==> src/rtl/cpu_pkg.sv <==
// Shared CPU constants: register file geometry and writeback requester indices.
package cpu_pkg;

  localparam int REG_AW   = 3;
  localparam int REG_DW   = 16;
  localparam int NUM_REGS = 8;

  localparam int WB_ALU   = 0;
  localparam int WB_LOAD  = 1;
  localparam int WB_IMM   = 2;
  localparam int WB_SPARE = 3;

endpackage

==> src/rtl/wr_onehot_dec.sv <==
// AW-to-2**AW one-hot decoder with enable; output is all-zero when disabled.
module wr_onehot_dec
  import cpu_pkg::*;
#(
  parameter int AW = REG_AW
) (
  input  logic              en_i,
  input  logic [AW-1:0]     addr_i,
  output logic [2**AW-1:0]  onehot_o
);

  // Raise exactly one row enable for the addressed register
  always_comb begin
    onehot_o = '0;
    if (en_i) begin
      onehot_o[addr_i] = 1'b1;
    end else begin
      onehot_o = '0;
    end
  end

endmodule

==> src/rtl/regfile_wr_arbiter.sv <==
// Round-robin arbiter for the register file write port, with a registered
// one-hot row write-enable stage aligned to address, data and requester id.
module regfile_wr_arbiter
  import cpu_pkg::*;
#(
  parameter int NREQ  = 4,
  parameter int AW    = REG_AW,
  parameter int DW    = REG_DW,
  parameter bit R0_RO = 1'b0
) (
  input  logic                     clk,
  input  logic                     rst_n,
  input  logic                     stall_i,
  input  logic [NREQ-1:0]          req_i,
  input  logic [NREQ*AW-1:0]       req_addr_i,
  input  logic [NREQ*DW-1:0]       req_data_i,
  output logic [NREQ-1:0]          gnt_o,
  output logic [2**AW-1:0]         wr_en_o,
  output logic [AW-1:0]            wr_addr_o,
  output logic [DW-1:0]            wr_data_o,
  output logic [$clog2(NREQ)-1:0]  wr_id_o,
  output logic                     busy_o
);

  localparam int IW = $clog2(NREQ);
  localparam int NR = 2**AW;

  logic [IW-1:0]   prio_q, prio_d;
  logic [NREQ-1:0] prio_mask_s, masked_s, search_s, gnt_s;
  logic            gnt_any_s;
  logic [IW-1:0]   gnt_idx_s;
  logic [AW-1:0]   sel_addr_s;
  logic [DW-1:0]   sel_data_s;
  logic            wr_commit_s;
  logic [NR-1:0]   dec_s;

  logic [NR-1:0]   wr_en_q;
  logic [AW-1:0]   wr_addr_q, wr_addr_d;
  logic [DW-1:0]   wr_data_q, wr_data_d;
  logic [IW-1:0]   wr_id_q, wr_id_d;
  logic            busy_q, busy_d;

  // Two-pass find-first: requests at or above prio first, else wrap to the lowest
  always_comb begin
    logic found;
    found     = 1'b0;
    gnt_idx_s = '0;
    gnt_any_s = 1'b0;
    for (int i = 0; i < NREQ; i++) begin
      prio_mask_s[i] = (i >= int'(prio_q));
    end
    masked_s = req_i & prio_mask_s;
    search_s = (|masked_s) ? masked_s : req_i;
    if (rst_n && !stall_i && (|req_i)) begin
      for (int i = 0; i < NREQ; i++) begin
        if (search_s[i] && !found) begin
          found     = 1'b1;
          gnt_idx_s = IW'(i);
        end else begin
          found = found;
        end
      end
      gnt_any_s = found;
    end else begin
      gnt_any_s = 1'b0;
    end
  end

  // Expand the winning index into the one-hot grant vector
  always_comb begin
    for (int i = 0; i < NREQ; i++) begin
      gnt_s[i] = gnt_any_s && (gnt_idx_s == IW'(i));
    end
  end

  assign sel_addr_s  = req_addr_i[gnt_idx_s*AW +: AW];
  assign sel_data_s  = req_data_i[gnt_idx_s*DW +: DW];
  // A write to a read-only r0 completes the handshake but never reaches the array
  assign wr_commit_s = gnt_any_s && !(R0_RO && (sel_addr_s == '0));

  wr_onehot_dec #(.AW(AW)) u_dec (
    .en_i     (wr_commit_s),
    .addr_i   (sel_addr_s),
    .onehot_o (dec_s)
  );

  // Next-state for the priority pointer and the held write descriptor
  always_comb begin
    prio_d    = prio_q;
    wr_addr_d = wr_addr_q;
    wr_data_d = wr_data_q;
    wr_id_d   = wr_id_q;
    busy_d    = |(req_i & ~gnt_s);
    if (gnt_any_s) begin
      prio_d    = (gnt_idx_s == IW'(NREQ-1)) ? '0 : gnt_idx_s + IW'(1);
      wr_addr_d = sel_addr_s;
      wr_data_d = sel_data_s;
      wr_id_d   = gnt_idx_s;
    end else begin
      prio_d    = prio_q;
    end
  end

  // State and output registers; reset discards any pending write at once
  always_ff @(posedge clk or negedge rst_n) begin
    if (!rst_n) begin
      prio_q    <= '0;
      wr_en_q   <= '0;
      wr_addr_q <= '0;
      wr_data_q <= '0;
      wr_id_q   <= '0;
      busy_q    <= 1'b0;
    end else begin
      prio_q    <= prio_d;
      wr_en_q   <= dec_s;
      wr_addr_q <= wr_addr_d;
      wr_data_q <= wr_data_d;
      wr_id_q   <= wr_id_d;
      busy_q    <= busy_d;
    end
  end

  assign gnt_o     = gnt_s;
  assign wr_en_o   = wr_en_q;
  assign wr_addr_o = wr_addr_q;
  assign wr_data_o = wr_data_q;
  assign wr_id_o   = wr_id_q;
  assign busy_o    = busy_q;

endmodule
==> config.mk <==
export PLATFORM = sky130hd
export DESIGN_NAME = regfile_wr_arbiter
export DESIGN_NICKNAME = d
export VERILOG_FILES = /design/src/rtl/cpu_pkg.sv /design/src/rtl/wr_onehot_dec.sv /design/src/rtl/regfile_wr_arbiter.sv
export SDC_FILE = /design/constraint.sdc
export NUM_CORES = 1
export LEC_CHECK = 0
export ABC_AREA = 0
export CAP_MARGIN = 20
export CELL_PAD_IN_SITES_DETAIL_PLACEMENT = 2
export CELL_PAD_IN_SITES_GLOBAL_PLACEMENT = 2
export CORE_ASPECT_RATIO = 0.9
export CORE_MARGIN = 2
export CORE_UTILIZATION = 22
export DETAILED_ROUTE_END_ITERATION = 16
export PLACE_DENSITY = 0.95
export SYNTH_ARGS = -nofsm -noshare
export SYNTH_HDL_FRONTEND = slang
export SYNTH_SLANG_ARGS = --single-unit
==> constraint.sdc <==
create_clock -name clk -period 8.52 [get_ports clk]
set_input_delay 2.13 -clock clk [delete_from_list [all_inputs] [get_ports clk]]
set_output_delay 2.13 -clock clk [all_outputs]
set_load 0.05 [all_outputs]
After elaboration in Yosys (flattened, before gate mapping)
Index checks and enable logic that the tools add are counted.
{"block": "classes", "n_addsub": 1, "n_mul": 1, "order_cmp": 5, "eq_ne": 3, "n_shift": 2, "mux": 17, "n_bitwise": 3, "n_reduce_logical": 18}
{"cell": "$shiftx A64 B7 Y16", "n": 1}
{"cell": "$reduce_or A4 Y1", "n": 3}
{"cell": "$shiftx A12 B5 Y3", "n": 1}
{"cell": "$logic_and A1 B1 Y1", "n": 10}
{"cell": "$mux W1", "n": 10}
{"cell": "$and A4 B4 Y4", "n": 2}
{"cell": "$mux W2", "n": 4}
{"cell": "$mux W8", "n": 1}
{"cell": "$eq A2 B2 Y1 const B", "n": 2}
{"cell": "$ge A1 B2 Y1 const A", "n": 2}
{"cell": "$logic_not A1 Y1", "n": 4}
{"cell": "$lt A3 B4 Y1 const B", "n": 1}
{"cell": "$mul A2 B2 Y4 const B", "n": 1}
{"cell": "$mux W4", "n": 1}
{"cell": "$not A4 Y4", "n": 1}
{"cell": "$demux W1 S3", "n": 1}
{"cell": "$ge A3 B1 Y1 const B", "n": 1}
{"cell": "$add A2 B1 Y2 const B", "n": 1}
{"cell": "$eq A2 B1 Y1 const B", "n": 1}
{"cell": "$ge A2 B2 Y1 const A", "n": 1}
{"cell": "$logic_not A2 Y1", "n": 1}
{"block": "word_totals", "register_bits": 32, "output_inout_bits": 34}

Depth between registers and ports, before layout
Gate-level depths: netlist of run 1.
{"block": "logic_depth", "ltp_word": 25, "mapped_depth": 11, "depth_no_buf": 9}

Hierarchy
A second synthesis of run 1 with hierarchy kept.
{"block": "unflattened", "hier_cells": 191, "area_unflattened_um2": 2010.7}
{"mod": "regfile_wr_arbiter", "instances": 1, "cells_each": 183, "area_per_inst_um2": 1915.6}
{"mod": "wr_onehot_dec", "instances": 1, "cells_each": 8, "area_per_inst_um2": 95.1}

Worst setup path after synthesis of run 1
Ideal clock, no wire load.
{"block": "synth_path", "path_type": "input to output", "startpoint": "in req_i[1]", "endpoint": "out gnt_o[1]", "arrival_ns": 3.972, "required_time_ns": 6.390, "slack_ns": 2.418, "cell_stages": 8, "path_cell_list": "buf_2 -> nor4_4 -> or3b_1 -> buf_4 -> nor4_4 -> buf_2 -> ha_1 -> and2_1"}
{"block": "synth_via", "elab_chain_cells": 19, "elab_cells_between_ends": 25, "cone_classes": "1 x eq/ne; 13 x mux; 1 x bitwise; 10 x reduce/logical"}
{"item": "from (decl)", "line": "regfile_wr_arbiter.sv:14", "rtl": "input logic [NREQ-1:0] req_i,"}
{"item": "$and A4 B4 Y4", "line": "regfile_wr_arbiter.sv:52", "rtl": "masked_s = req_i & prio_mask_s;"}
{"item": "$reduce_or A4 Y1", "line": "regfile_wr_arbiter.sv:53", "rtl": "search_s = (|masked_s) ? masked_s : req_i;"}
{"item": "$mux W4", "line": "regfile_wr_arbiter.sv:53"}
{"item": "$mux W1", "line": "regfile_wr_arbiter.sv:56", "rtl": "if (search_s[i] && !found) begin"}
{"item": "$mux W1", "line": "regfile_wr_arbiter.sv:54", "rtl": "if (rst_n && !stall_i && (|req_i)) begin"}
{"item": "$logic_not A1 Y1", "line": "regfile_wr_arbiter.sv:56"}
{"item": "$logic_and A1 B1 Y1", "line": "regfile_wr_arbiter.sv:56"}
{"item": "$mux W1", "line": "regfile_wr_arbiter.sv:56"}
{"item": "[... 4 more ...]"}
{"item": "$mux W1", "line": "regfile_wr_arbiter.sv:54"}
{"item": "$logic_not A1 Y1", "line": "regfile_wr_arbiter.sv:56"}
{"item": "$logic_and A1 B1 Y1", "line": "regfile_wr_arbiter.sv:56"}
{"item": "$mux W2", "line": "regfile_wr_arbiter.sv:56"}
{"item": "$mux W2 (*)", "line": "regfile_wr_arbiter.sv:54"}
{"item": "net gnt_idx_s[0]", "line": "regfile_wr_arbiter.sv:31", "rtl": "logic [IW-1:0] gnt_idx_s;"}
{"item": "$eq A2 B1 Y1 (*)", "line": "regfile_wr_arbiter.sv:72", "rtl": "gnt_s[i] = gnt_any_s && (gnt_idx_s == IW'(i));"}
{"item": "$logic_and A1 B1 Y1 (*)", "line": "regfile_wr_arbiter.sv:72"}
{"item": "to (decl)", "line": "regfile_wr_arbiter.sv:17", "rtl": "output logic [NREQ-1:0] gnt_o,"}
The timed path passes the listed nets; every way through them passes the cells marked *. The select of a mux whose other input is x is not followed.

Worst setup path after layout of run 1
{"block": "layout_path", "startpoint": "in req_i[2]", "endpoint": "out gnt_o[0]"}
{"block": "layout_via", "elab_chain_cells": 19, "elab_cells_between_ends": 25, "cone_classes": "13 x mux; 1 x bitwise; 11 x reduce/logical"}
{"item": "$and A4 B4 Y4", "line": "regfile_wr_arbiter.sv:52"}
{"item": "$reduce_or A4 Y1", "line": "regfile_wr_arbiter.sv:53"}
{"item": "$mux W4", "line": "regfile_wr_arbiter.sv:53"}
{"item": "$mux W1", "line": "regfile_wr_arbiter.sv:56"}
{"item": "$mux W1", "line": "regfile_wr_arbiter.sv:54"}
{"item": "$logic_not A1 Y1", "line": "regfile_wr_arbiter.sv:56"}
{"item": "$logic_and A1 B1 Y1", "line": "regfile_wr_arbiter.sv:56"}
{"item": "$mux W1", "line": "regfile_wr_arbiter.sv:56"}
{"item": "[... 3 more ...]"}
{"item": "$mux W1", "line": "regfile_wr_arbiter.sv:56"}
{"item": "$mux W1", "line": "regfile_wr_arbiter.sv:54"}
{"item": "$logic_not A1 Y1", "line": "regfile_wr_arbiter.sv:56"}
{"item": "$logic_and A1 B1 Y1", "line": "regfile_wr_arbiter.sv:56"}
{"item": "$mux W2", "line": "regfile_wr_arbiter.sv:56"}
{"item": "$mux W2", "line": "regfile_wr_arbiter.sv:54"}
{"item": "$logic_not A2 Y1", "line": "regfile_wr_arbiter.sv:72"}
{"item": "$logic_and A1 B1 Y1 (*)", "line": "regfile_wr_arbiter.sv:72"}
Mark *: on every way between the ends. The rest lies on a longest branch, timed or not. The select of a mux whose other input is x is not followed.

==> metrics.md, run 1 <==
| Metric | Value |
|---|---|
| Power Dens Cells | `181.4 nW/um^2` |
| CP Data Required Time | `6.39 ns` |
| Layout cells sized above 1 | `8.383%` |
| Combinational power share | `a little under half` |
| Unrepaired setup endpoints after global routing | `no` |
| Final core occ | `between 30 and 40%` |
| Starting density of the core | `22.47%` |
| Area Growth Syn to Fin | `66.83%` |
| Maximum Capacitance Violations | `0` |
| Die Area | `10060 sq um` |
| CTS tree | `yes` |
| # diodes | `0` |
| Setup repair bufs after CTS | `0` |
| Synth area leaders | `dfrtp_1 39%, mux2i_1 11%, nand2_1 9.7%` |
| WP data arrival | `about 5.2 ns` |
| Critical-path top delay cell | `clkdlybuf4s50_1` |
| Clock transition at path regs | `0.07 ns` |
| DP Wirelength | `6490 microns` |
| Area occupied by multi-input gates | `between 1000 and 1500 sq um` |
| Fill count | `1007` |
| Post-CTS Hold Fix Bufs | `0` |
| IO Port Bufs | `around 120` |
| Wire length per cell | `approximately 18 microns` |
| TNS Setup | `0 ns` |
| WHS Path Cells | `2` |
| Slew Limit Fails | `0` |
| RePlAce Congestion | `0.7596` |
| # setup viols final | `0` |
| Final hold vios | `0` |
| Clock sink count | `32` |
| Yosys top cell by area | `dfrtp_1` |
| Sequential fraction of the synthesis area | `39.24%` |
| Clock network power share | `between 20% and 30%` |
| Worst-path fanout max | `10` |
| F_max | `136.0 MHz` |
| I/O pins | `117` |
| DR pass1 iterations | `4` |
| Largest net degree at the start of global routing | `46` |
| CTS Buffer Depth | `2` |
| CTS Buf Count | `5` |
| Register area | `800.8 sq um` |
| Setup Crit Path Kind | `in2out` |
| Core Region | `9084 sq um` |
| Synth warn | `0` |
| Overflow after GRT | `0` |
| Routed Antenna Nets | `0` |
| Clock Tree Root | `clkbuf_8` |
| H-tree levels | `2` |
| Sw power | `between 0.2 and 0.25 mW` |
| Mapped Area | `roughly 2000 sq um` |
| Crit-path max cell delay | `0.69 ns` |
| Vias per cell | `4.814` |
| Worst Skew | `0.004145 ns` |
| Post-CTS Resized | `0` |
| Relative slew margins | `29.15%` |
| Post-synthesis cell type count | `42` |
| Routed via count | `2195` |
| Startpoint Class | `input port` |
| Post-route DRC violation count | `0` |
| Flops & latches, synth | `32` |
| Die Wd | `105.5 microns` |
| Fin crit share | `86.30%` |
| Final #Nets | `420` |
| Worst VDD drop | `0.06620 mV` |
| Dominant synthesized flop cell | `dfrtp_1` |
| First-pass GRT wire length | `approximately 13000 microns` |
| Number of flops mapped to enable cells by yosys | `0` |
| Worst-case reg-to-reg path depth | `6` |
| Top-area cell type share of the netlist area | `39.24%` |
| Worst Tran Pin Value | `between 1 and 1.5 ns` |
| Delay-heaviest family, CP | `buffers and inverters` |
| CP cell instances | `clkdlybuf4s50_1 -> nor4_4 -> or3b_1 -> nor4_4 -> inv_1 -> ha_1 -> nand2_1 -> inv_1 -> clkdlybuf4s50_1` |
| Fraction of registers with async set or reset after synthesis | `100.0%` |
| WP depth | `9` |
| Vias in the first global route | `roughly 2600` |
| Cell internal pwr | `0.3751 mW` |
| HP Class | `reg2reg` |
| Synth Instances | `223` |
| Clk_lat worst skew | `0.28 ns` |
| Antenna violations before repair | `0` |
| Status | `finished clean` |
| Min Clock Period, post-route | `7.353 ns` |
| Flop pwr share | `31.0%` |
| Bufs and invs on worst path | `4` |
| Switching Share | `39.24%` |
| CP endpoint kind | `primary output` |
| Die H | `~95 microns` |
| Mapped Nets | `a little over 300` |
| Cell Rows | `33` |
| Drt total wl | `about 8000 microns` |
| Leak | `1.397 nW` |
| DR iter-0 viols | `58` |
| Syn Area/Cell | `9.151 sq um` |
| Gr usage total | `roughly 17%` |
==> Yosys cell counts, drive strengths merged (3+ instances only) <==
| cell | number |
|---|---|
| a31oi | 14 |
| clkbuf | 9 |
| inv | 7 |
| ha | 4 |
| nor2 | 6 |
| mux2 | 4 |
| dfrtp | 32 |
| mux2i | 22 |
| buf | 8 |
| a22oi | 3 |
| nor3 | 9 |
| a21oi | 6 |
| o21ai | 10 |
| nand2 | 53 |
| a22o | 14 |
==> cell usage in the layout, fill, tap and decap left out, types with 2 or more instances in the layout <==
cell / Yosys / routed
a22o_1: 13 / 13
nand2b_1: 2 / 2
nand2_1: 53 / 53
a22oi_1: 3 / 3
dfrtp_1: 32 / 32
a21oi_1: 5 / 5
clkbuf_8: 0 / 5
nor3_1: 7 / 7
a31oi_1: 13 / 13
mux2i_1: 22 / 22
inv_1: 7 / 7
and2_1: 2 / 2
buf_4: 3 / 4
nor3_2: 2 / 2
mux2_2: 4 / 4
nor2_1: 6 / 6
o21ai_0: 9 / 9
clkdlybuf4s50_1: 0 / 115
nor4_4: 2 / 2
ha_1: 4 / 4
==> worst reg2reg max path, delay by kind of cell, from the launching register on <==
kind	cells	cell delay [ns]
AO/OA/AOI/OAI	3	1.63
flip-flops	1	0.41
AND/OR/NAND/NOR	2	0.34
buffers and inverters	1	0.15
==> path summary, 6_finish.rpt <==
check | start | slack (ns) | endpoint
setup reg to reg | prio_q[0]$_DFFE_PN0P_ | 5.86 | wr_en_o[0]$_DFF_PN0_
setup / recovery | req_i[2] | 1.17 | gnt_o[0]
max in group asynchronous | rst_n | 6.32 | wr_data_o[15]$_DFFE_PN0P_
hold / removal | wr_data_o[6]$_DFFE_PN0P_ | 0.49 | wr_data_o[6]$_DFFE_PN0P_
min in group asynchronous | rst_n | 1.88 | busy_o$_DFF_PN0_
hold reg to reg | wr_data_o[6]$_DFFE_PN0P_ | 0.49 | wr_data_o[6]$_DFFE_PN0P_
==> final cells by class <==
| cell class | count | area share [%] |
|---|---|---|
| Sequential cell | 32 | 23.52 |
| Multi-Input combinational cell | 167 | 33.11 |
| Timing Repair Buffer | 120 | 34.84 |
| Inverter | 7 | 0.7718 |
| Clock buffer | 5 | 2.021 |
| Clock inverter | 3 | 1.250 |
| Tap cell | 122 | 4.484 |
==> power groups by stage <==
stage / Combinational, mW / Clock (mW) / Sequential (mW)
global placement: 0.273 / 0 / 0.192
detailed placement: 0.284 / 0 / 0.194
global route: 0.299 / 0.160 / 0.195
finish: 0.280 / 0.146 / 0.192
floorplan: 0.0891 / 0 / 0.268
CTS: 0.284 / 0.154 / 0.192
==> stage by stage <==
| step | hold slack (ns) | cell area [sq um] | setup WS, ns | cells | total power [mW] |
|---|---|---|---|---|---|
| final | 0.4947 | 3405 | 1.167 | 456 | 0.6175 |
| after global routing | 0.5292 | 3405 | 0.9791 | 456 | 0.6547 |
| after CTS | 0.5006 | 3405 | 1.128 | 456 | 0.6297 |
| after global placement | 0.4642 | 3293 | 1.353 | 448 | 0.4656 |
| after floorplan | 0.5889 | 2041 | 2.418 | 223 | 0.3573 |
| after detailed placement | 0.4814 | 3293 | 1.142 | 448 | 0.4774 |
==> flip-flops by register name, indices dropped and copies added, names as in the netlist <==
name,count
wr_id_o,2
wr_data_o,16
prio_q,2
wr_en_o,8
wr_addr_o,3
busy_o,1
==> metal layers <==
metal / GRT usage, % / vias to the layer above / share of wire (%)
li1: - / 1013 / -
met1: 18.24 / 1065 / 38
met2: 31.99 / 102 / 52
met3: 5.263 / 15 / 8.4
met4: 4.605 / 0 / 1.8
met5: 0 / - / 0
==> cell families (layout without fill, tap and decap cells) <==
kind of cell	count (synthesis)	count (layout)	share of synthesized area, %
mux	26	26	13.00
fa+ha+maj	4	4	2.453
compound gates	56	56	19.93
simple gates	81	81	19.87
buf+inv	24	135	5.518
flops	32	32	39.24
Note: power is estimated with default switching activity, not from simulation.
==> run 2, diff against run 1 <==
--- a/config.mk
+++ b/config.mk
@@ -9,7 +9,6 @@
 export CAP_MARGIN = 20
 export CELL_PAD_IN_SITES_DETAIL_PLACEMENT = 2
 export CELL_PAD_IN_SITES_GLOBAL_PLACEMENT = 2
-export CORE_ASPECT_RATIO = 0.9
 export CORE_MARGIN = 2
 export CORE_UTILIZATION = 22
 export DETAILED_ROUTE_END_ITERATION = 16
==> metrics.md, run 2 (same netlist as run 1, synthesis figures left out) <==
| Metric | Value |
|---|---|
| Status | `finished clean (unchanged)` |
| Wire length per cell | `18.30 microns (was 17.59 microns)` |
| Commonest non-fill, non-tap cell in the layout | `clkdlybuf4s50_1 (unchanged)` |
| # diodes | `0 (unchanged)` |
| RePlAce Congestion | `0.7759 (was 0.7596)` |
| DP Wirelength | `6503 microns (was 6490 microns)` |
| Die Area | `10060 sq um (about the same)` |
| Final hold vios | `0 (unchanged)` |
| DR iter-0 viols | `26 (was 58)` |
| Worst Skew | `0.01291 ns (was 0.004145 ns)` |
| Cell Rows | `35 (was 33)` |
| CP endpoint kind | `primary output (unchanged)` |
| Worst-case reg-to-reg path depth | `6 (unchanged)` |
| CTS tree | `yes (unchanged)` |
| Worst r2r dst | `wr_en_o[2]$_DFF_PN0_ (was wr_en_o[0]$_DFF_PN0_)` |
| Startpoint Class | `input port (unchanged)` |
| Largest net degree at the start of global routing | `46 (unchanged)` |
| Worst hold path startpoint | `wr_id_o[1]$_DFFE_PN0P_ (was wr_data_o[6]$_DFFE_PN0P_)` |
| Final hold slack | `0.5017 ns (was 0.4947 ns)` |
| Slew Limit Fails | `0 (unchanged)` |
| Min Clock Period, post-route | `7.290 ns (was 7.353 ns)` |
| CTS Buf Count | `5 (unchanged)` |
| Gr usage total | `16.62% (was 16.86%)` |
| # setup viols final | `0 (unchanged)` |
| Worst-path fanout max | `45 (was 10)` |
| Core Region | `9109 sq um (was 9084 sq um)` |
| CP Data Required Time | `6.39 ns (about the same)` |
| WP data arrival | `5.16 ns (was 5.22 ns)` |
| Clock network power share | `23.9% (was 23.7%)` |
| First-pass GRT wire length | `13080 microns (was 13210 microns)` |
| Drt total wl | `8164 microns (was 8022 microns)` |
| Routed Antenna Nets | `0 (unchanged)` |
| Worst Tran Pin Value | `1.103 ns (was 1.063 ns)` |
| Starting density of the core | `22.40% (was 22.47%)` |
| I/O pins | `117 (unchanged)` |
| Leak | `1.402 nW (was 1.397 nW)` |
| Vias per cell | `4.769 (was 4.814)` |
| IO Port Bufs | `116 (unchanged)` |
| Worst VDD drop | `0.06141 mV (was 0.06620 mV)` |
| Layout cells sized above 1 | `8.657% (was 8.383%)` |
| Setup Crit Path Kind | `in2out (unchanged)` |
| Placed Area | `3287 sq um (was 3293 sq um)` |
| Die Wd | `100.3 microns (was 105.5 microns)` |
| Combinational power share | `45.2% (was 45.3%)` |
| Routed via count | `2127 (was 2195)` |
| Flop pwr share | `30.9% (was 31.0%)` |
| Cell internal pwr | `0.3756 mW (was 0.3751 mW)` |
| Clock transition at path regs | `0.08 ns (was 0.07 ns)` |
| WHS Path Cells | `2 (unchanged)` |
| Power Dens Cells | `182.5 nW/um^2 (was 181.4 nW/um^2)` |
| Sw power | `0.2447 mW (was 0.2423 mW)` |
| Final core occ | `37.31% (was 37.48%)` |
| Clock sink count | `32 (unchanged)` |
| H-tree levels | `2 (unchanged)` |
| Clk_lat worst skew | `0.29 ns (was 0.28 ns)` |
| DR pass1 iterations | `4 (unchanged)` |
| F_max | `137.2 MHz (was 136.0 MHz)` |
| Maximum Capacitance Violations | `0 (unchanged)` |
| Vias in the first global route | `2499 (was 2553)` |
| Unrepaired setup endpoints after global routing | `no (unchanged)` |
| Most frequent cells in the layout | `115 x clkdlybuf4s50_1, 53 x nand2_1, 32 x dfrtp_1 (unchanged)` |
| Worst Hold Endpoint | `wr_id_o[1]$_DFFE_PN0P_ (was wr_data_o[6]$_DFFE_PN0P_)` |
| Antenna violations before repair | `0 (unchanged)` |
| Worst r2r src | `prio_q[0]$_DFFE_PN0P_ (unchanged)` |
| TNS Setup | `0 ns (unchanged)` |
| HP Class | `reg2reg (unchanged)` |
| Die H | `100.3 microns (was 95.37 microns)` |
| CTS Buffer Depth | `2 (unchanged)` |
| Post-CTS Resized | `0 (unchanged)` |
| Setup repair bufs after CTS | `0 (unchanged)` |
| R2r setup slk | `5.80 ns (was 5.86 ns)` |
| Post-CTS Hold Fix Bufs | `0 (unchanged)` |
| Clock Tree Root | `clkbuf_8 (unchanged)` |
| Switching Share | `39.45% (was 39.24%)` |
| Max reg flops | `16 (unchanged)` |
| Final #Nets | `421 (was 420)` |
| CP startpoint | `req_i[2] (unchanged)` |
| Fin area | `3398 sq um (was 3405 sq um)` |
| Relative slew margins | `26.48% (was 29.15%)` |
| Fin crit share | `85.56% (was 86.30%)` |
| Post-route DRC violation count | `0 (unchanged)` |
| Area Growth Syn to Fin | `66.52% (was 66.83%)` |
| Overflow after GRT | `0 (unchanged)` |
[run 2: cell count changes in the layout (fill, tap and decap cells not counted)]
cell / change
buf_4: +1
[run 2: worst max-delay path by stage]
stage / endpoint / slack, ns / depth (start not counted)
after global placement: gnt_o[0] / 1.38 / 10
after detailed placement: gnt_o[1] / 1.23 / 9
final: gnt_o[1] / 1.23 / 9
after CTS: gnt_o[1] / 1.21 / 9
after floorplan: gnt_o[1] / 2.42 / 8
after global routing: gnt_o[1] / 0.98 / 9
[run 2: cell type report]
| type | instances | area [sq um] |
|---|---|---|
| multi-input combinational | 167 | 1127 |
| clock inverter | 3 | 42.54 |
| clock buffer | 5 | 68.82 |
| timing repair buffer | 121 | 1194 |
| sequential | 32 | 800.8 |
| inverter | 7 | 26.28 |
| tap | 111 | 138.9 |
| fill | 1022 | 5710 |
[run 2: worst max-delay path, stage by stage]
cell and delay, ns:
clkdlybuf4s50_1 0.59, nor4_4 0.36, or3b_1 0.24, buf_4 0.44
nor2_1 0.16, inv_1 0.13, ha_1 0.15, and2_1 0.15
clkdlybuf4s50_1 0.81
[run 2: power by group through the flow]
stage,combinational [mW],clock [mW],sequential (mW)
floorplan,0.0891,0,0.268
global placement,0.274,0,0.193
detailed placement,0.284,0,0.195
CTS,0.284,0.153,0.192
global route,0.300,0.159,0.196
finish,0.280,0.148,0.192
[run 2: per-layer routing]
layer / track usage, % / wire length (microns)
met2: 32.21 / 4469
met1: 18.85 / 3288
met5: 0 / 0
met3: 3.621 / 383
met4: 2.424 / 23
[run 2: metrics by stage]
step / instances / worst slack [ns] / total power [mW]
detailed placement: 438 / 1.232 / 0.4786
global placement: 438 / 1.383 / 0.4669
global route: 446 / 0.9820 / 0.6545
floorplan: 223 / 2.418 / 0.3573
CTS: 446 / 1.213 / 0.6297
finish: 446 / 1.230 / 0.6203
==> run 3, diff against run 2 <==
--- a/config.mk
+++ b/config.mk
@@ -10,9 +10,9 @@
 export CELL_PAD_IN_SITES_DETAIL_PLACEMENT = 2
 export CELL_PAD_IN_SITES_GLOBAL_PLACEMENT = 2
 export CORE_MARGIN = 2
-export CORE_UTILIZATION = 22
+export CORE_UTILIZATION = 19
 export DETAILED_ROUTE_END_ITERATION = 16
-export PLACE_DENSITY = 0.95
+export PLACE_DENSITY_LB_ADDON = 0.1
 export SYNTH_ARGS = -nofsm -noshare
 export SYNTH_HDL_FRONTEND = slang
 export SYNTH_SLANG_ARGS = --single-unit
==> constraint.sdc (replaced) <==
create_clock -name clk -period 6.4 [get_ports clk]
set_input_delay 1.6 -clock clk [delete_from_list [all_inputs] [get_ports clk]]
set_output_delay 1.6 -clock clk [all_outputs]
set_load 0.05 [all_outputs]
==> metrics.md, run 3 (same netlist as run 1, synthesis figures left out) <==
| Metric | Value |
|---|---|
| Status | `finished clean (unchanged)` |
| Setup Crit Path Kind | `in2out (unchanged)` |
| Post-route DRC violation count | `0 (unchanged)` |
| DP Wirelength | `6086 microns (was 6503 microns)` |
| Starting density of the core | `19.68% (was 22.40%)` |
| Worst VDD drop | `0.07717 mV (was 0.06141 mV)` |
| Combinational power share | `47.3% (was 45.2%)` |
| IO Port Bufs | `116 (unchanged)` |
| TNS Setup | `0 ns (unchanged)` |
| Final hold vios | `0 (unchanged)` |
| Drt total wl | `7870 microns (was 8164 microns)` |
| Largest net degree at the start of global routing | `34 (was 46)` |
| Core Region | `10370 sq um (was 9109 sq um)` |
| CTS Buffer Depth | `2 (unchanged)` |
| CTS tree | `yes (unchanged)` |
| Register area | `800.8 sq um (unchanged)` |
| Routed Antenna Nets | `0 (unchanged)` |
| Final hold slack | `0.4811 ns (was 0.5017 ns)` |
| Relative slew margins | `41.62% (was 26.48%)` |
| Worst-path fanout max | `28 (was 45)` |
| Die Wd | `107.6 microns (was 100.3 microns)` |
| Overflow after GRT | `0 (unchanged)` |
| F_max | `~180 MHz` |
| Fill count | `1188 (was 1022)` |
| Worst-case reg-to-reg path depth | `6 (unchanged)` |
| H-tree levels | `2 (unchanged)` |
| Cell internal pwr | `0.4614 mW (was 0.3756 mW)` |
| CTS Buf Count | `5 (unchanged)` |
| Post-CTS Hold Fix Bufs | `0 (unchanged)` |
| Vias in the first global route | `2318 (was 2499)` |
| Min Clock Period, post-route | `about 5.6 ns` |
| Antenna violations before repair | `0 (unchanged)` |
| Die H | `107.6 microns (was 100.3 microns)` |
| CP endpoint kind | `primary output (unchanged)` |
| HP Class | `reg2reg (unchanged)` |
| Die Area | `11590 sq um (was 10060 sq um)` |
| Gr usage total | `13.92% (was 16.62%)` |
| I/O pins | `117 (unchanged)` |
| Final #Nets | `423 (was 421)` |
| Setup repair bufs after CTS | `0 (unchanged)` |
| # setup viols final | `0 (unchanged)` |
| Clk_lat worst skew | `0.29 ns (about the same)` |
| DR pass1 iterations | `4 (unchanged)` |
| Area Growth Syn to Fin | `68.36% (was 66.52%)` |
| First-pass GRT wire length | `12320 microns (was 13080 microns)` |
| Clock sink count | `32 (unchanged)` |
| Most frequent cells in the layout | `111 x clkdlybuf4s50_1, 53 x nand2_1, 32 x dfrtp_1 (was 115 x clkdlybuf4s50_1, 53 x nand2_1, 32 x dfrtp_1)` |
| Max reg flops | `16 (unchanged)` |
| Maximum Capacitance Violations | `0 (unchanged)` |
| WHS Path Cells | `2 (unchanged)` |
| Worst Tran Pin Value | `0.8725 ns (was 1.103 ns)` |
| Startpoint Class | `input port (unchanged)` |
| Post-CTS Resized | `0 (unchanged)` |
| Leak | `1.418 nW (was 1.402 nW)` |
| Switching Share | `41.15% (was 39.45%)` |
| DR iter-0 viols | `29 (was 26)` |
| CP Data Required Time | `4.80 ns (was 6.39 ns)` |
| RePlAce Congestion | `0.7153 (was 0.7759)` |
| CP startpoint | `req_i[2] (unchanged)` |
| Area occupied by multi-input gates | `1127 sq um (unchanged)` |
| Worst hold path startpoint | `wr_id_o[1]$_DFFE_PN0P_ (unchanged)` |
| Worst Skew | `0.005342 ns (was 0.01291 ns)` |
| WP data arrival | `3.97 ns (was 5.16 ns)` |
| Slew Limit Fails | `0 (unchanged)` |
| # diodes | `0 (unchanged)` |
| Flop pwr share | `32.5% (was 30.9%)` |
| Unrepaired setup endpoints after global routing | `no (unchanged)` |
| Sw power | `0.3226 mW (was 0.2447 mW)` |
| Vias per cell | `4.381 (was 4.769)` |
| Clock Tree Root | `clkbuf_8 (unchanged)` |
| Fin crit share | `87.06%` |
| Layout cells sized above 1 | `10.39% (was 8.657%)` |
| Wire length per cell | `16.64 microns (was 18.30 microns)` |
| Worst r2r src | `prio_q[1]$_DFFE_PN0P_ (was prio_q[0]$_DFFE_PN0P_)` |
| Routed via count | `2072 (was 2127)` |
| Cell Rows | `37 (was 35)` |
| Clock transition at path regs | `0.07 ns (was 0.08 ns)` |
| Clock network power share | `20.2% (was 23.9%)` |
| Power Dens Cells | `228.2 nW/um^2 (was 182.5 nW/um^2)` |
| Commonest non-fill, non-tap cell in the layout | `clkdlybuf4s50_1 (unchanged)` |
run 3: worst paths after layout:
kind | end | slack (ns)
min reg2reg | wr_id_o[1]$_DFFE_PN0P_ | 0.48
min | wr_id_o[1]$_DFFE_PN0P_ | 0.48
max | gnt_o[1] | 0.83
max reg2reg | wr_en_o[6]$_DFF_PN0_ | 3.98
max in group asynchronous | wr_data_o[13]$_DFFE_PN0P_ | 4.71
min in group asynchronous | busy_o$_DFF_PN0_ | 1.36
run 3: critical path, stage by stage:
cell             delay [ns]
clkdlybuf4s50_1        0.71
nor4_4                 0.10
or3b_1                 0.44
buf_4                  0.27
nor2_1                 0.22
inv_1                  0.11
ha_1                   0.18
and2_1                 0.17
buf_12                 0.16
run 3: layout make-up:
cell class	count	area share [%]
timing repair buffer	123	35.62
multi-input combinational	167	32.81
sequential	32	23.31
tap	136	4.953
clock buffer	5	2.003
inverter	7	0.7647
clock inverter	3	0.5462
run 3: metal layers:
| metal | vias to the layer above | routed length [microns] | track usage [%] |
|---|---|---|---|
| met4 | 0 | 76 | 3.297 |
| met1 | 977 | 3411 | 16.65 |
| met2 | 76 | 3763 | 24.21 |
| met5 | - | 0 | 0 |
| li1 | 1014 | - | - |
| met3 | 5 | 619 | 4.419 |
run 3: power groups by stage:
| stage | clock network (mW) | logic [mW] | registers [mW] |
|---|---|---|---|
| 2_1_floorplan | 0 | 0.119 | 0.357 |
| 3_3_place_gp | 0 | 0.372 | 0.257 |
| 3_5_place_dp | 0 | 0.377 | 0.258 |
| 4_1_cts | 0.169 | 0.377 | 0.256 |
| 5_1_grt | 0.175 | 0.399 | 0.260 |
| 6_report | 0.158 | 0.371 | 0.255 |
run 3: stage by stage:
step / power [mW] / std cells / area [sq um] / util, % / setup slack, ns
after global placement: 0.6297 / 464 / 3341 / 32.22 / 0.8749
final: 0.7840 / 473 / 3436 / 33.13 / 0.8281
after floorplan: 0.4756 / 223 / 2041 / - / 1.358
after global routing: 0.8339 / 473 / 3436 / 33.13 / 0.6758
after CTS: 0.8017 / 473 / 3436 / 33.13 / 0.8219
after detailed placement: 0.6349 / 465 / 3348 / 32.29 / 0.8323
